**src/rtl/event_read_sequencer.sv**
```systemverilog
// event_read_sequencer: counts events completed across N_CH ring-buffer
// writers and reads each event back channel by channel, one beat per
// accepted rd_ready. Also provides partial-event timeout diagnosis and
// protection against too many pending events.
//
// state  | meaning
// -------+-------------------------------------------------------------
// S_IDLE | no read in flight; waits for a pending event and no timeout
// S_READ | streaming beats of the current event, channel by channel
module event_read_sequencer #(
    parameter int N_CH             = 16,
    parameter int ADDR_W           = 15,
    parameter int LEN_W            = 10,
    parameter int CNT_W            = 16,
    parameter int MAX_PENDING      = 16,
    parameter int MAX_WAITING_TIME = 1000,
    localparam int CH_W            = $clog2(N_CH)
) (
    input  logic              clk,
    input  logic              live_rising,
    input  logic [LEN_W-1:0]  half_package_length,
    input  logic [ADDR_W-1:0] memory_depth,
    input  logic [N_CH-1:0]   input_ena,
    input  logic [N_CH-1:0]   w_complete,
    input  logic              rd_ready,
    input  logic              skip_disabled,
    input  logic              timeout_clear,
    output logic              ren,
    output logic [ADDR_W-1:0] raddr,
    output logic [CH_W-1:0]   read_input_id,
    output logic              rd_first,
    output logic              rd_last,
    output logic [CNT_W-1:0]  n_write,
    output logic [CNT_W-1:0]  n_read,
    output logic [CNT_W-1:0]  pending,
    output logic              timeout,
    output logic [N_CH-1:0]   timeout_mask,
    output logic              overflow
);

    typedef enum logic {
        S_IDLE = 1'b0,
        S_READ = 1'b1
    } state_t;

    localparam int TC_W  = $clog2(MAX_WAITING_TIME + 1);
    localparam int SUM_W = ((ADDR_W > LEN_W) ? ADDR_W : LEN_W) + 1;
    localparam logic [CNT_W-1:0] MAX_PEND_C = CNT_W'(MAX_PENDING);
    localparam logic [TC_W-1:0]  MWT_C      = TC_W'(MAX_WAITING_TIME);

    state_t            state_q, state_d;
    logic [N_CH-1:0]   w_tag_q, w_tag_d;
    logic [TC_W-1:0]   tcnt_q, tcnt_d;
    logic              timeout_q, timeout_d;
    logic [N_CH-1:0]   timeout_mask_q, timeout_mask_d;
    logic              overflow_q, overflow_d;
    logic [CNT_W-1:0]  n_write_q, n_write_d;
    logic [CNT_W-1:0]  n_read_q, n_read_d;
    logic [CNT_W-1:0]  pending_q, pending_d;
    logic [N_CH-1:0]   ena_r_q, ena_r_d;
    logic [LEN_W-1:0]  len_r_q, len_r_d;
    logic [LEN_W-1:0]  beat_q, beat_d;
    logic [ADDR_W-1:0] init_addr_q, init_addr_d;
    logic [ADDR_W-1:0] raddr_q, raddr_d;
    logic [CH_W-1:0]   id_q, id_d;
    logic              ren_q, ren_d;
    logic              rd_first_q, rd_first_d;
    logic              rd_last_q, rd_last_d;

    logic [N_CH-1:0]   hit;
    logic              wr_done;
    logic [N_CH-1:0]   ena_pick;
    logic [LEN_W-1:0]  len_pick;
    logic [CH_W:0]     first_ch;
    logic [CH_W:0]     nxt_ch;
    logic [CH_W:0]     after_ch;
    logic [SUM_W-1:0]  init_sum;

    // Lowest set bit of mask at or above index start; MSB of result = found.
    function automatic logic [CH_W:0] find_from(input logic [N_CH-1:0] mask,
                                                input int start);
        logic [CH_W:0] r;
        r = '0;
        for (int i = N_CH - 1; i >= 0; i--) begin
            if (mask[i] && (i >= start)) begin
                r = {1'b1, i[CH_W-1:0]};
            end
        end
        return r;
    endfunction

    // Next-state logic: write tracking, timeout/overflow, and the read FSM.
    always_comb begin
        state_d        = state_q;
        w_tag_d        = w_tag_q;
        tcnt_d         = tcnt_q;
        timeout_d      = timeout_q;
        timeout_mask_d = timeout_mask_q;
        overflow_d     = overflow_q;
        n_write_d      = n_write_q;
        n_read_d       = n_read_q;
        ena_r_d        = ena_r_q;
        len_r_d        = len_r_q;
        beat_d         = beat_q;
        init_addr_d    = init_addr_q;
        raddr_d        = raddr_q;
        id_d           = id_q;
        ren_d          = ren_q;
        rd_first_d     = rd_first_q;
        rd_last_d      = rd_last_q;
        ena_pick       = '0;
        len_pick       = '0;
        first_ch       = '0;
        nxt_ch         = '0;
        after_ch       = '0;
        init_sum       = '0;

        // w_complete bits arriving in the completing cycle belong to that event
        hit     = (w_tag_q | w_complete) & input_ena;
        wr_done = (input_ena != '0) && (hit == input_ena);
        w_tag_d = wr_done ? '0 : hit;

        if (wr_done) begin
            if (pending_q == MAX_PEND_C) begin
                overflow_d = 1'b1;
            end else begin
                n_write_d = n_write_q + CNT_W'(1);
            end
        end

        // Counter freezes once timeout is flagged so the diagnosis stays put
        if (!timeout_q) begin
            if (w_tag_q == '0) begin
                tcnt_d = '0;
            end else begin
                tcnt_d = tcnt_q + TC_W'(1);
                if (tcnt_d == MWT_C) begin
                    timeout_d      = 1'b1;
                    timeout_mask_d = input_ena & ~w_tag_q;
                end
            end
        end

        if (timeout_clear) begin
            timeout_d      = 1'b0;
            timeout_mask_d = '0;
            overflow_d     = 1'b0;
            w_tag_d        = '0;
            tcnt_d         = '0;
        end

        case (state_q)
            S_IDLE: begin
                if (!timeout_q && (pending_q != '0)) begin
                    ena_pick = skip_disabled ? input_ena : '1;
                    // An empty mask would leave no channel to read; read all
                    if (ena_pick == '0) begin
                        ena_pick = '1;
                    end
                    len_pick = (half_package_length == '0) ? LEN_W'(1)
                                                           : half_package_length;
                    first_ch    = find_from(ena_pick, 0);
                    nxt_ch      = find_from(ena_pick, int'(first_ch[CH_W-1:0]) + 1);
                    ena_r_d     = ena_pick;
                    len_r_d     = len_pick;
                    raddr_d     = init_addr_q;
                    id_d        = first_ch[CH_W-1:0];
                    ren_d       = 1'b1;
                    beat_d      = '0;
                    rd_first_d  = 1'b1;
                    rd_last_d   = (len_pick == LEN_W'(1)) && !nxt_ch[CH_W];
                    state_d     = S_READ;
                end
            end
            S_READ: begin
                if (ren_q && rd_ready) begin
                    nxt_ch     = find_from(ena_r_q, int'(id_q) + 1);
                    rd_first_d = 1'b0;
                    if (beat_q < (len_r_q - LEN_W'(1))) begin
                        beat_d    = beat_q + LEN_W'(1);
                        raddr_d   = (raddr_q == (memory_depth - ADDR_W'(1)))
                                    ? '0 : raddr_q + ADDR_W'(1);
                        rd_last_d = (beat_d == (len_r_q - LEN_W'(1))) && !nxt_ch[CH_W];
                    end else if (nxt_ch[CH_W]) begin
                        after_ch  = find_from(ena_r_q, int'(nxt_ch[CH_W-1:0]) + 1);
                        id_d      = nxt_ch[CH_W-1:0];
                        raddr_d   = init_addr_q;
                        beat_d    = '0;
                        rd_last_d = (len_r_q == LEN_W'(1)) && !after_ch[CH_W];
                    end else begin
                        ren_d     = 1'b0;
                        rd_last_d = 1'b0;
                        n_read_d  = n_read_q + CNT_W'(1);
                        init_sum  = SUM_W'(init_addr_q) + SUM_W'(len_r_q);
                        if (init_sum >= SUM_W'(memory_depth)) begin
                            init_addr_d = ADDR_W'(init_sum - SUM_W'(memory_depth));
                        end else begin
                            init_addr_d = ADDR_W'(init_sum);
                        end
                        state_d = S_IDLE;
                    end
                end
            end
            default: state_d = S_IDLE;
        endcase
    end

    // Registers, with synchronous reset abandoning any read in flight.
    always_ff @(posedge clk) begin
        if (live_rising) begin
            state_q        <= S_IDLE;
            w_tag_q        <= '0;
            tcnt_q         <= '0;
            timeout_q      <= 1'b0;
            timeout_mask_q <= '0;
            overflow_q     <= 1'b0;
            n_write_q      <= '0;
            n_read_q       <= '0;
            pending_q      <= '0;
            ena_r_q        <= '0;
            len_r_q        <= '0;
            beat_q         <= '0;
            init_addr_q    <= '0;
            raddr_q        <= '0;
            id_q           <= '0;
            ren_q          <= 1'b0;
            rd_first_q     <= 1'b0;
            rd_last_q      <= 1'b0;
        end else begin
            state_q        <= state_d;
            w_tag_q        <= w_tag_d;
            tcnt_q         <= tcnt_d;
            timeout_q      <= timeout_d;
            timeout_mask_q <= timeout_mask_d;
            overflow_q     <= overflow_d;
            n_write_q      <= n_write_d;
            n_read_q       <= n_read_d;
            pending_q      <= pending_d;
            ena_r_q        <= ena_r_d;
            len_r_q        <= len_r_d;
            beat_q         <= beat_d;
            init_addr_q    <= init_addr_d;
            raddr_q        <= raddr_d;
            id_q           <= id_d;
            ren_q          <= ren_d;
            rd_first_q     <= rd_first_d;
            rd_last_q      <= rd_last_d;
        end
    end

    assign pending_d     = n_write_d - n_read_d;

    assign ren           = ren_q;
    assign raddr         = raddr_q;
    assign read_input_id = id_q;
    assign rd_first      = rd_first_q;
    assign rd_last       = rd_last_q;
    assign n_write       = n_write_q;
    assign n_read        = n_read_q;
    assign pending       = pending_q;
    assign timeout       = timeout_q;
    assign timeout_mask  = timeout_mask_q;
    assign overflow      = overflow_q;

endmodule

```
**config.mk**
```make
export PLATFORM = sky130hd
export DESIGN_NAME = event_read_sequencer
export DESIGN_NICKNAME = d
export VERILOG_FILES = /design/src/rtl/event_read_sequencer.sv
export SDC_FILE = /design/constraint.sdc
export NUM_CORES = 1
export LEC_CHECK = 0
export ABC_AREA = 0
export BUFFER_PORTS_ARGS = -buffer_cell sky130_fd_sc_hd__buf_2
export CORE_MARGIN = 2
export CORE_UTILIZATION = 40
export CTS_BUF_LIST = sky130_fd_sc_hd__clkbuf_4
export CTS_CLUSTER_DIAMETER = 40
export DETAILED_ROUTE_END_ITERATION = 10
export GPL_TIMING_DRIVEN = 0
export MAX_ROUTING_LAYER = met4
export PLACE_DENSITY = 0.71
export REMOVE_ABC_BUFFERS = 1
export SKIP_CTS_REPAIR_TIMING = 1
export SYNTH_ARGS = -nofsm -noshare
export SYNTH_HDL_FRONTEND = slang
export SYNTH_SLANG_ARGS = --single-unit
```
**constraint.sdc**
```tcl
create_clock -name clk -period 11.2 [get_ports clk]
set_input_delay 3.36 -clock clk [delete_from_list [all_inputs] [get_ports clk]]
set_output_delay 3.36 -clock clk [all_outputs]
set_load 0.005 [all_outputs]
```
# Word level (Yosys, flattened, before mapping)
# Cells that the tools add are included.
[word_totals]
input_bits = 62
out_inout_bits = 88
regBits = 166
wordCells = 299
[classes]
addsub = 13
order_cmp = 50
reduce_logical = 73
eq_ne = 13
n_mux = 123
bitwise = 9
[op_table]
columns = ["operator", "count"]
rows = [
  ["$mux 5", 56],
  ["$mux 16", 10],
  ["$ge 4x5->1 const A", 24],
  ["$mux 15", 6],
  ["$mux 4", 22],
  ["$ge 3x5->1 const A", 12],
  ["$mux 10", 6],
  ["$logic_and 1x1->1", 54],
  ["$add 16x1->16 const B", 2],
  ["$and 16x16->16", 2],
  ["$logic_not 16->1", 2],
  ["$reduce_bool 16->1", 2],
  ["$ge 1x5->1 const A", 6],
  ["$ge 2x5->1 const A", 6],
  ["$pmux 15 s2", 1],
  ["$add 10x1->10 const B", 2],
  ["$eq 10x1->1 const B", 2],
  ["$pmux 10 s2", 1],
  ["$add 15x10->16", 1],
  ["$eq 16x16->1", 1],
  ["$eq 16x5->1 const B", 1],
  ["$ge 16x15->1", 1],
  ["$mux 1", 16],
  ["$not 16->16", 1],
  ["24 further kinds", 44],
]

# Longest topological paths before layout
# Gate-level depths: netlist of run 1.
[depth]
depth_word = 50
depth_mapped = 24

# Worst setup path after synthesis of run 1
# Ideal clock, no wire load.
[synth_path]
path_kind = "in2reg"
startpoint = "input input_ena[9]"
endpoint = "register pending_q[15], in the netlist pending[15]"
path_buffers = 1
arrival_time_ns = 6.927
cell_stages = 18
setup_slack_ns = 4.145
required_ns = 11.072
cell_sequence = "clkbuf_1 -> nor3b_1 -> a2111oi_0 -> nand3_1 -> a2111oi_4 -> mux2i_1 -> inv_1 -> ha_1 -> nor2b_1 -> o21ai_0 -> a21boi_0 -> o211ai_1 -> a21oi_1 -> o31ai_1 -> o21ai_0 -> a31oi_1 -> xnor2_1 -> nor2_1"
[synth_via]
elab_chain_cells = 5
word_cells_on_any_way = 6
cone_classes = "1 x add/sub; 1 x eq/ne; 1 x mux; 1 x bitwise; 2 x reduce/logical"
[synth_lines]
columns = ["item", "line_no", "source"]
rows = [
  ["from (decl)", "23", "input logic [N_CH-1:0] input_ena,"],
  ["$and 16x16->16", "119", "hit = (w_tag_q | w_complete) & input_ena;"],
  ["$eq 16x16->1", "120", "wr_done = (input_ena != '0) && (hit == input_ena);"],
  ["$logic_and 1x1->1 *", "120", ""],
  ["$mux 16 *", "123", "if (wr_done) begin"],
  ["via n_write_d[1]", "57", "logic [CNT_W-1:0] n_write_q, n_write_d;"],
  ["$sub 16x16->16 *", "251", "assign pending_d = n_write_d - n_read_d;"],
  ["to (signal assigned)", "238", "pending_q <= pending_d;"],
  ["to (decl)", "59", "logic [CNT_W-1:0] pending_q, pending_d;"],
]
# The timed path passes the listed nets; every way through them passes the cells marked *.
# A chain may end at the register's enable or synchronous reset.

# Worst setup path in the final report of run 1
[layout_path]
startpoint = "input input_ena[8]"
endpoint = "register pending_q[15], in the netlist pending[15]"
# Same word-level chain as after synthesis.

==> flow_summary_export.csv, run 1 <==
group,metric,value,unit
run_status,outcome,"finished clean",
routing,via_count,11100,
floorplanning,start_util,0.409,
worst_hold_path,min-delay-start,"rd_first$_SDFFE_PP0P_",
clocking,clk_pin_slew_worst_paths,0.18,ns
routing,drc,0,
synthesis,yosysSeqAreaShare,0.290,
final_layout,final_cell_mix,"dfxtp_1 (166), nor2_1 (161), buf_2 (148)",
worst_setup_path,worstRegToRegCells,21,
floorplanning,dieWidth,173,µm
grt,track_usage,0.222,
routing,drt-vias-per-instance,5.65,
floorplanning,die_h,173,µm
place,dpl.hpwl,24.7,mm
clocking,ctsLongestPathBuffers,2,
grt,top_usage_layer,"met2",
timing,rsz0062_at_grt,"no",
clocking,cts_htree_levels,4,
worst_hold_path,worstHoldPathCells,2,
power,p_sw,373,µW
worst_hold_path,hold_path.class,"flop to flop",
power,power,1160,µW
timing,hold_viol_final,0,
floorplanning,io-pin-count,150,
grt,grt.overflow.total,0,
clocking,cts_made_buffers,17,
synthesis,synth-edff-count,0,
synthesis,yosys_warnings,0,
worst_setup_path,r2r_slack,4.27,ns
final_layout,drive_gt1_frac,0.134,
timing,fin_crit,7.03,ns
synthesis,synth_seq_cells,166,
clocking,root_buffer,"clkbuf_4",
timing,finClkSkew,0.0360,ns
power,power.internal,782,µW
routing,dr.first_iter.drc_count,882,
grt,grt_pass1_vias,10700,
power,clkPwrFrac,0.332,
grt,use_met3,0.0325,
synthesis,syn_inst,1465,
worst_setup_path,crit_arrival,7.53,ns
worst_hold_path,hold_end,"rd_first$_SDFFE_PP0P_",
final_layout,nFillCells,2786,
worst_setup_path,rr_endpoint,"pending[14]$_SDFF_PP0_",
power,seqPwrFrac,0.525,
grt,antenna_found_initial,2,
worst_setup_path,cp-end-kind,"flop",
synthesis,synth_cell_types,76,
final_layout,layout_commonest_cell,"dfxtp_1",
synthesis,syn_area,11500,µm²
worst_setup_path,path_max_fanout,11,
clocking,cts_tree,"built",
timing,setup-violations-final,0,
synthesis,syn_area_per_cell,7.83,µm²
timing,worstMarginPinSlew,1.21,ns
routing,detail-route-antenna-nets,0,
grt,grt_pass1_wl,53.9,mm
worst_setup_path,start_kind,"input pin",
routing,routed_wl,32.6,mm
final_layout,fin_nets,1702,
power,power_density,90.3,nW/µm²
floorplanning,die_area,30000,µm²
grt,met1_usage,0.287,
timing,tns,0,ns
timing,period_share,0.628,
power,p_leak,0.00527,µW
synthesis,async_flop_share,0,
clocking,cts_sinks,166,
worst_setup_path,worstPathRequired,11.70,ns
routing,avgRoutedWirePerCell,16.7,µm
synthesis,ys.flop_type,"dfxtp_1",
grt,grt.met2_usage,0.353,
clocking,clock_latency,0.61,ns
job,maxCapViolCount,0,
timing,slew_violations,0,
power,max-vdd-ir-drop,45.6,µV
floorplanning,rows,61,
grt,grt_max_degree,67,
final_layout,seqCellArea,3320,µm²
floorplanning,core_area,28000,µm²
worst_setup_path,r2r_start,"read_input_id[0]$_SDFFE_PP0P_",
power,pwr-share-comb,0.143,
timing,slew-limit-headroom,0.194,
final_layout,multiInputGateArea,7620,µm²
timing,fmax,142,MHz
place,port_buffers,149,
final_layout,area_growth_syn_to_layout,11.5,%
place,place.gp.congestion,0.917,
routing,drt-pass1-iter-count,5,
worst_setup_path,worstSetupPathType,"input pin to flop",
power,swShare,0.323,
-- power groups by stage --
stage	Sequential, µW	Combinational (µW)	Clock (µW)
after CTS	606	163	396
after floorplan	615	104	0
after detailed placement	618	162	0
after global routing	607	183	418
final	606	165	384
after global placement	618	159	0
-- layout make-up --
class,instances,share of cell area
repair buffers,153,0.0642
clock inverters,15,0.0140
clock buffers,17,0.00998
multi-input cells,1166,0.596
diodes,2,0.000391
well taps,378,0.0370
inverters,63,0.0185
flip-flops and latches,166,0.260
-- worst max-delay path, cell delays in order --
cell       delay (ns)
buf_2            0.18
nor3b_1          0.17
a2111oi_0        0.39
nand3_1          0.27
a2111oi_4        0.39
mux2i_1          0.39
inv_1            0.08
ha_1             0.28
nor2b_1          0.12
o21ai_0          0.20
a21boi_0         0.18
o211ai_1         0.24
a21oi_1          0.16
o31ai_1          0.40
o21ai_0          0.22
a31oi_1          0.27
xnor2_1          0.15
nor2_1           0.05
-- per-layer routing --
metal,vias to the layer above,part of all wire
met5,-,0
met4,0,0.022
met3,56,0.047
met2,320,0.46
met1,5211,0.47
li1,5479,-
-- cells in the mapped netlist, types with 4 or more instances --
cell type,n,share of area
o32ai_1,6,0.0046
a211oi_1,32,0.021
nand3_1,53,0.023
a21boi_0,6,0.0039
a21oi_1,96,0.042
nand2_1,103,0.034
buf_2,11,0.0048
or3_1,10,0.0055
a31o_2,5,0.0038
dfxtp_1,166,0.29
nor3b_1,21,0.014
nand3b_1,23,0.015
nor2_1,162,0.053
a211o_1,4,0.0031
nand2b_1,20,0.011
o31a_1,5,0.0038
or4_1,6,0.0039
a31oi_1,13,0.0071
nand4_1,16,0.0087
nor4_1,24,0.013
clkbuf_1,53,0.017
o31ai_1,10,0.0065
and2_1,20,0.011
o21bai_1,6,0.0039
and3_1,31,0.017
o311ai_0,4,0.0031
a21o_1,14,0.0092
o221ai_1,8,0.0061
xnor2_1,80,0.061
o21ai_0,87,0.038
o21a_1,6,0.0039
xor2_1,45,0.034
a22oi_1,19,0.012
ha_1,70,0.076
and4_1,7,0.0053
or2_2,9,0.0049
inv_1,63,0.021
mux2i_1,21,0.018
nor2b_1,10,0.0055
o211ai_1,14,0.0092
nor3_1,53,0.023
-- per-stage QoR --
| stage | std cells | utilization | setup WS [ns] | cell area [µm²] | hold slack [ns] |
|---|---|---|---|---|---|
| after floorplan | 1395 | - | 4.34 | 11200 | 0.446 |
| after global placement | 1922 | 0.442 | 2.99 | 12400 | 0.442 |
| after detailed placement | 1926 | 0.445 | 3.54 | 12500 | 0.449 |
| after CTS | 1958 | 0.456 | 4.22 | 12800 | 0.473 |
| after global routing | 1960 | 0.456 | 3.74 | 12800 | 0.514 |
| final | 1960 | 0.456 | 4.17 | 12800 | 0.472 |
-- cell families (layout without fill, tap and decap cells) --
kind of cell | Yosys count | in the layout | share of synthesized area
AOI/OAI and AO/OA | 366 | 366 | 0.209
xor gates and xnor gates | 126 | 126 | 0.0975
adders and majority gates | 73 | 73 | 0.0816
buffers and inverters | 133 | 248 | 0.0461
DFF | 166 | 166 | 0.290
muxes | 22 | 22 | 0.0193
other | 0 | 2 | 0
and+or+nand+nor | 579 | 579 | 0.257
-- flip-flops by register name, indices dropped and copies added (netlist names), 4 cells and up --
signal,cells
beat_q,10
ena_r_q,16
init_addr_q,15
len_r_q,10
n_read,16
n_write,16
pending,16
raddr,15
read_input_id,4
tcnt_q,10
timeout_mask,16
w_tag_q,16
-- worst max-delay path by stage --
stage                        endpoint                     startpoint  slack, ns
6_report       pending[15]$_SDFF_PP0_                   input_ena[8]       4.17
5_1_grt        pending[14]$_SDFF_PP0_  read_input_id[0]$_SDFFE_PP0P_       3.74
4_1_cts        pending[15]$_SDFF_PP0_                   input_ena[9]       4.22
3_5_place_dp   pending[15]$_SDFF_PP0_                   input_ena[9]       3.54
3_3_place_gp   pending[14]$_SDFF_PP0_                       rd_ready       2.99
2_1_floorplan  pending[15]$_SDFF_PP0_                   input_ena[9]       4.34
Note: power is estimated with default switching activity, not from simulation.
==> inputs of run 2 (changes only) <==
- clock period: 11.2 -> 6.5 ns (I/O delays scaled with it)
==> flow_summary_export.csv, run 2 (same netlist as run 1, synthesis figures left out) <==
group,metric,value,unit
run_status,outcome,"finished clean",
routing,wl_met1,15.2,mm
worst_setup_path,crit_family,"compound AO/OA/AOI/OAI gates",
timing,slew_violations,0,
worst_setup_path,crit_chain,"ha_2, nor2b_1, a221oi_2, o221ai_1, a211o_1, or3_4, a211oi_4, buf_4, mux2i_2, inv_1, fa_1, nor2b_1, o21ai_0, a21oi_1, o21ai_0, a21boi_0, o2111ai_1, a31oi_1, a31oi_1, xor2_1, nor2_1",
worst_hold_path,hold_path.class,"flop to flop",
final_layout,drive_gt1_frac,0.138,
timing,fin_crit,5.97,ns
clocking,cts_made_buffers,17,
timing,period_share,0.919,
worst_setup_path,path_max_fanout,17,
clocking,clk_pin_slew_worst_paths,0.18,ns
routing,top_layer_used,"met4",
job,maxCapViolCount,0,
worst_setup_path,cp-end-kind,"flop",
floorplanning,io-pin-count,150,
worst_setup_path,slowest_stage,"dfxtp_1",
routing,avgRoutedWirePerCell,16.6,µm
clocking,cts_tree,"built",
grt,grt_pass1_wl,53.9,mm
power,p_leak,0.00529,µW
worst_setup_path,cp_num_cells,21,
clocking,cts_sinks,166,
routing,drt-pass1-iter-count,6,
clocking,ctsLongestPathBuffers,2,
place,dpl.hpwl,24.7,mm
timing,finClkSkew,0.0312,ns
timing,tns,0,ns
routing,wl_met2,15.1,mm
final_layout,fin_nets,1706,
floorplanning,start_util,0.409,
worst_setup_path,worstRegToRegCells,21,
floorplanning,die_area,30000,µm²
grt,grt.overflow.total,0,
place,dp_cells,1926,
worst_hold_path,worstHoldPathCells,2,
worst_setup_path,crit_buf_inv,2,
power,power_density,155,nW/µm²
timing,hold_viol_final,0,
routing,detail-route-antenna-nets,0,
routing,wl_met3,1.53,mm
timing,fmax,167,MHz
grt,grt_pass1_vias,10700,
worst_setup_path,worstSetupPathType,"flop to flop",
floorplanning,rows,61,
routing,dr.first_iter.drc_count,815,
clocking,root_buffer,"clkbuf_4",
worst_setup_path,start_kind,"flop",
timing,worstMarginPinSlew,1.23,ns
routing,drt-vias-per-instance,5.62,
routing,drc,0,
floorplanning,dieWidth,173,µm
place,place.gp.congestion,0.917,
grt,track_usage,0.222,
grt,antenna_found_initial,2,
final_layout,nFillCells,2790,
final_layout,layout_commonest_cell,"dfxtp_1",
power,max-vdd-ir-drop,78.0,µV
floorplanning,core_area,28000,µm²
worst_setup_path,worstPathRequired,6.97,ns
timing,slew-limit-headroom,0.180,
clocking,cts_htree_levels,4,
worst_setup_path,crit_arrival,6.44,ns
routing,via_count,11000,
timing,setup-violations-final,0,
final_layout,final_cell_mix,"dfxtp_1 (165), nor2_1 (161), buf_2 (148)",
final_layout,area_growth_syn_to_layout,11.9,%
floorplanning,die_h,173,µm
grt,grt_max_degree,67,
place,port_buffers,149,
timing,rsz0062_at_grt,"no",
final_layout,final_cells,1964,
routing,routed_wl,32.6,mm
clocking,clock_latency,0.60,ns
worst_setup_path,cp_slowest_stage_delay,0.66,ns
==> run 2: per-stage QoR <==
stage          hold WS (ns)  cell area [µm²]  total power (µW)  utilization  worst slack (ns)
6_report              0.472            12800              1990        0.458             0.530
5_1_grt               0.514            12800              2080        0.458            0.0584
4_1_cts               0.473            12800              2010        0.456            -0.432
3_5_place_dp          0.449            12500              1340        0.445            -0.430
3_3_place_gp          0.442            12400              1340        0.442             -1.03
2_1_floorplan         0.446            11200              1240            -             0.708
==> run 2: final timing paths <==
kind / slack [ns] / start / endpoint
worst max register to register: 0.53 / read_input_id[1]$_SDFFE_PP0P_ / pending[14]$_SDFF_PP0_
worst max-delay path: 0.53 / read_input_id[1]$_SDFFE_PP0P_ / pending[14]$_SDFF_PP0_
worst min-delay path: 0.47 / rd_first$_SDFFE_PP0P_ / rd_first$_SDFFE_PP0P_
worst min register to register: 0.47 / rd_first$_SDFFE_PP0P_ / rd_first$_SDFFE_PP0P_
==> run 2: cell type report <==
type | instances | area (µm²) | area share
well taps | 378 | 473 | 0.0369
repair buffers | 157 | 851 | 0.0663
clock buffers | 17 | 128 | 0.00995
multi-input cells | 1166 | 7630 | 0.595
clock inverters | 15 | 179 | 0.0140
inverters | 63 | 236 | 0.0184
flip-flops and latches | 166 | 3320 | 0.259
diodes | 2 | 5.00 | 0.000390
==> run 2: where the power goes <==
part / switching (µW) / internal, µW
clock network: 445 / 213
logic: 178 / 106
registers: 15.7 / 1030
total: 639 / 1350
==> run 2: layer usage <==
layer  vias up  GRT usage
met5         -          -
met4         0     0.0777
met3        57     0.0325
met2       309      0.353
met1      5183      0.287
li1       5497          -
==> run 2: worst reg2reg max path, stage by stage (launching register included) <==
cell       delay [ns]
dfxtp_1          0.66
ha_2             0.50
nor2b_1          0.14
a221oi_2         0.38
o221ai_1         0.30
a211o_1          0.34
or3_4            0.42
a211oi_4         0.16
buf_4            0.20
mux2i_2          0.36
inv_1            0.11
fa_1             0.41
nor2b_1          0.15
o21ai_0          0.11
a21oi_1          0.19
o21ai_0          0.12
a21boi_0         0.35
o2111ai_1        0.23
a31oi_1          0.28
a31oi_1          0.14
xor2_1           0.24
nor2_1           0.07
==> inputs of run 3 (changes only) <==
- CTS_BUF_LIST: sky130_fd_sc_hd__clkbuf_4 -> sky130_fd_sc_hd__clkbuf_8
==> flow_summary_export.csv, run 3 (same netlist as run 1, synthesis figures left out) <==
group,metric,value,unit
run_status,outcome,"finished clean",
power,p_leak,0.00533,µW
final_layout,area_growth_syn_to_layout,12.8,%
worst_hold_path,worstHoldPathCells,2,
worst_setup_path,path_max_fanout,17,
clocking,cts_htree_levels,4,
power,max-vdd-ir-drop,110,µV
final_layout,nFillCells,2773,
clocking,ctsLongestPathBuffers,2,
place,dpl_cell_area,12500,µm²
routing,drt-pass1-iter-count,5,
job,maxCapViolCount,0,
timing,finClkSkew,0.0193,ns
timing,period_share,0.913,
routing,via_count,11100,
timing,hold_viol_final,0,
grt,track_usage,0.223,
timing,worstMarginPinSlew,1.23,ns
clocking,root_buffer,"clkbuf_8",
floorplanning,rows,61,
timing,rsz0062_at_grt,"no",
place,pre_cts_slack,-0.430,ns
power,power_density,164,nW/µm²
place,port_buffers,149,
place,place.gp.congestion,0.917,
floorplanning,io-pin-count,150,
worst_setup_path,r2r_start,"read_input_id[1]$_SDFFE_PP0P_",
worst_setup_path,rr_endpoint,"pending[14]$_SDFF_PP0_",
place,dpl.hpwl,24.7,mm
routing,avgRoutedWirePerCell,16.7,µm
final_layout,fin_nets,1706,
final_layout,layout_commonest_cell,"dfxtp_1",
grt,grt_max_degree,67,
final_layout,final_cell_mix,"dfxtp_1 (165), nor2_1 (161), buf_2 (148)",
floorplanning,die_h,173,µm
grt,grt.overflow.total,0,
floorplanning,dieWidth,173,µm
worst_hold_path,hold_end,"rd_first$_SDFFE_PP0P_",
worst_setup_path,start_kind,"flop",
grt,grt_pass1_vias,10800,
timing,slew_violations,0,
worst_setup_path,worstSetupPathType,"flop to flop",
clocking,cts_tree,"built",
routing,dr.first_iter.drc_count,716,
final_layout,design_area,12900,µm²
routing,drc,0,
grt,antenna_found_initial,1,
worst_hold_path,hold_path.class,"flop to flop",
timing,fin_crit,5.93,ns
timing,fmax,169,MHz
floorplanning,start_util,0.409,
routing,detail-route-antenna-nets,0,
clocking,clk_pin_slew_worst_paths,0.11,ns
clocking,cts_made_buffers,17,
timing,slew-limit-headroom,0.177,
clocking,clock_latency,0.49,ns
final_layout,final_core_util,0.462,
worst_setup_path,worstRegToRegCells,22,
clocking,cts_sinks,166,
timing,fin_ws,0.567,ns
final_layout,drive_gt1_frac,0.138,
worst_setup_path,crit_arrival,6.29,ns
timing,tns,0,ns
worst_setup_path,cp_slowest_stage_delay,0.65,ns
floorplanning,core_area,28000,µm²
worst_setup_path,crit_chain,"ha_2, nor2b_1, a221oi_2, o221ai_1, a211o_1, or3_4, a211oi_4, buf_4, buf_4, nand2_1, xor2_1, ha_1, nor2b_1, o21ai_0, a21oi_1, o21ai_0, a21boi_0, o2111ai_1, a31oi_1, a31oi_1, xor2_1, nor2_1",
worst_setup_path,slowest_stage,"dfxtp_1",
worst_setup_path,worstPathRequired,6.85,ns
grt,grt_pass1_wl,54.0,mm
routing,drt-vias-per-instance,5.67,
worst_hold_path,min-delay-start,"rd_first$_SDFFE_PP0P_",
timing,setup-violations-final,0,
worst_setup_path,cp-end-kind,"flop",
routing,routed_wl,32.9,mm
worst_setup_path,r2r_slack,0.57,ns
floorplanning,die_area,30000,µm²
run 3: cell count changes in the layout (fill, tap and decap cells not counted), sizes merged:
cell and delta:
diode -1
run 3: metrics by stage:
| stage | hold slack, ns | power, µW | std cells |
|---|---|---|---|
| 2_1_floorplan | 0.446 | 1240 | 1395 |
| 3_3_place_gp | 0.442 | 1340 | 1922 |
| 6_report | 0.466 | 2120 | 1963 |
| 5_1_grt | 0.509 | 2210 | 1963 |
| 3_5_place_dp | 0.449 | 1340 | 1926 |
| 4_1_cts | 0.467 | 2130 | 1958 |
run 3: worst max-delay path by stage:
stage                                        startpoint                endpoint  slack, ns  cells after the start
final                     read_input_id[1]$_SDFFE_PP0P_  pending[14]$_SDFF_PP0_       0.57                     22
after global routing      read_input_id[1]$_SDFFE_PP0P_  pending[14]$_SDFF_PP0_       0.07                     21
after CTS                 read_input_id[0]$_SDFFE_PP0P_  pending[14]$_SDFF_PP0_      -0.43                     21
after detailed placement  read_input_id[0]$_SDFFE_PP0P_  pending[14]$_SDFF_PP0_      -0.43                     21
after global placement    read_input_id[0]$_SDFFE_PP0P_  pending[14]$_SDFF_PP0_      -1.03                     21
after floorplan           read_input_id[0]$_SDFFE_PP0P_  pending[14]$_SDFF_PP0_       0.71                     21
run 3: final cells by class:
cell class	count	area (µm²)	area share
multi-input combinational	1166	7630	0.590
sequential	166	3320	0.257
timing repair buffer	157	851	0.0658
tap	378	473	0.0366
inverter	63	236	0.0183
clock buffer	17	234	0.0181
clock inverter	15	179	0.0138
antenna	1	2.50	0.000194
run 3: critical path, delay by kind of cell, from the launching register on:
family / cells / cell delay [ns]
AO/OA/AOI/OAI: 11 / 2.65
AND/OR/NAND/NOR: 5 / 0.85
adder cells (fa/ha/maj): 2 / 0.80
flip-flops: 1 / 0.65
XOR/XNOR: 2 / 0.48
buffers and inverters: 2 / 0.39
run 3: power by group:
group	switching [µW]	internal, µW
clock network	468	326
registers	15.7	1030
logic	179	106
run 3: routing by layer:
metal / global-route usage / vias up / share of wire
li1: - / 5488 / -
met1: 0.288 / 5244 / 0.47
met2: 0.353 / 337 / 0.47
met3: 0.0362 / 56 / 0.046
met4: 0.0766 / 0 / 0.021
met5: - / - / 0
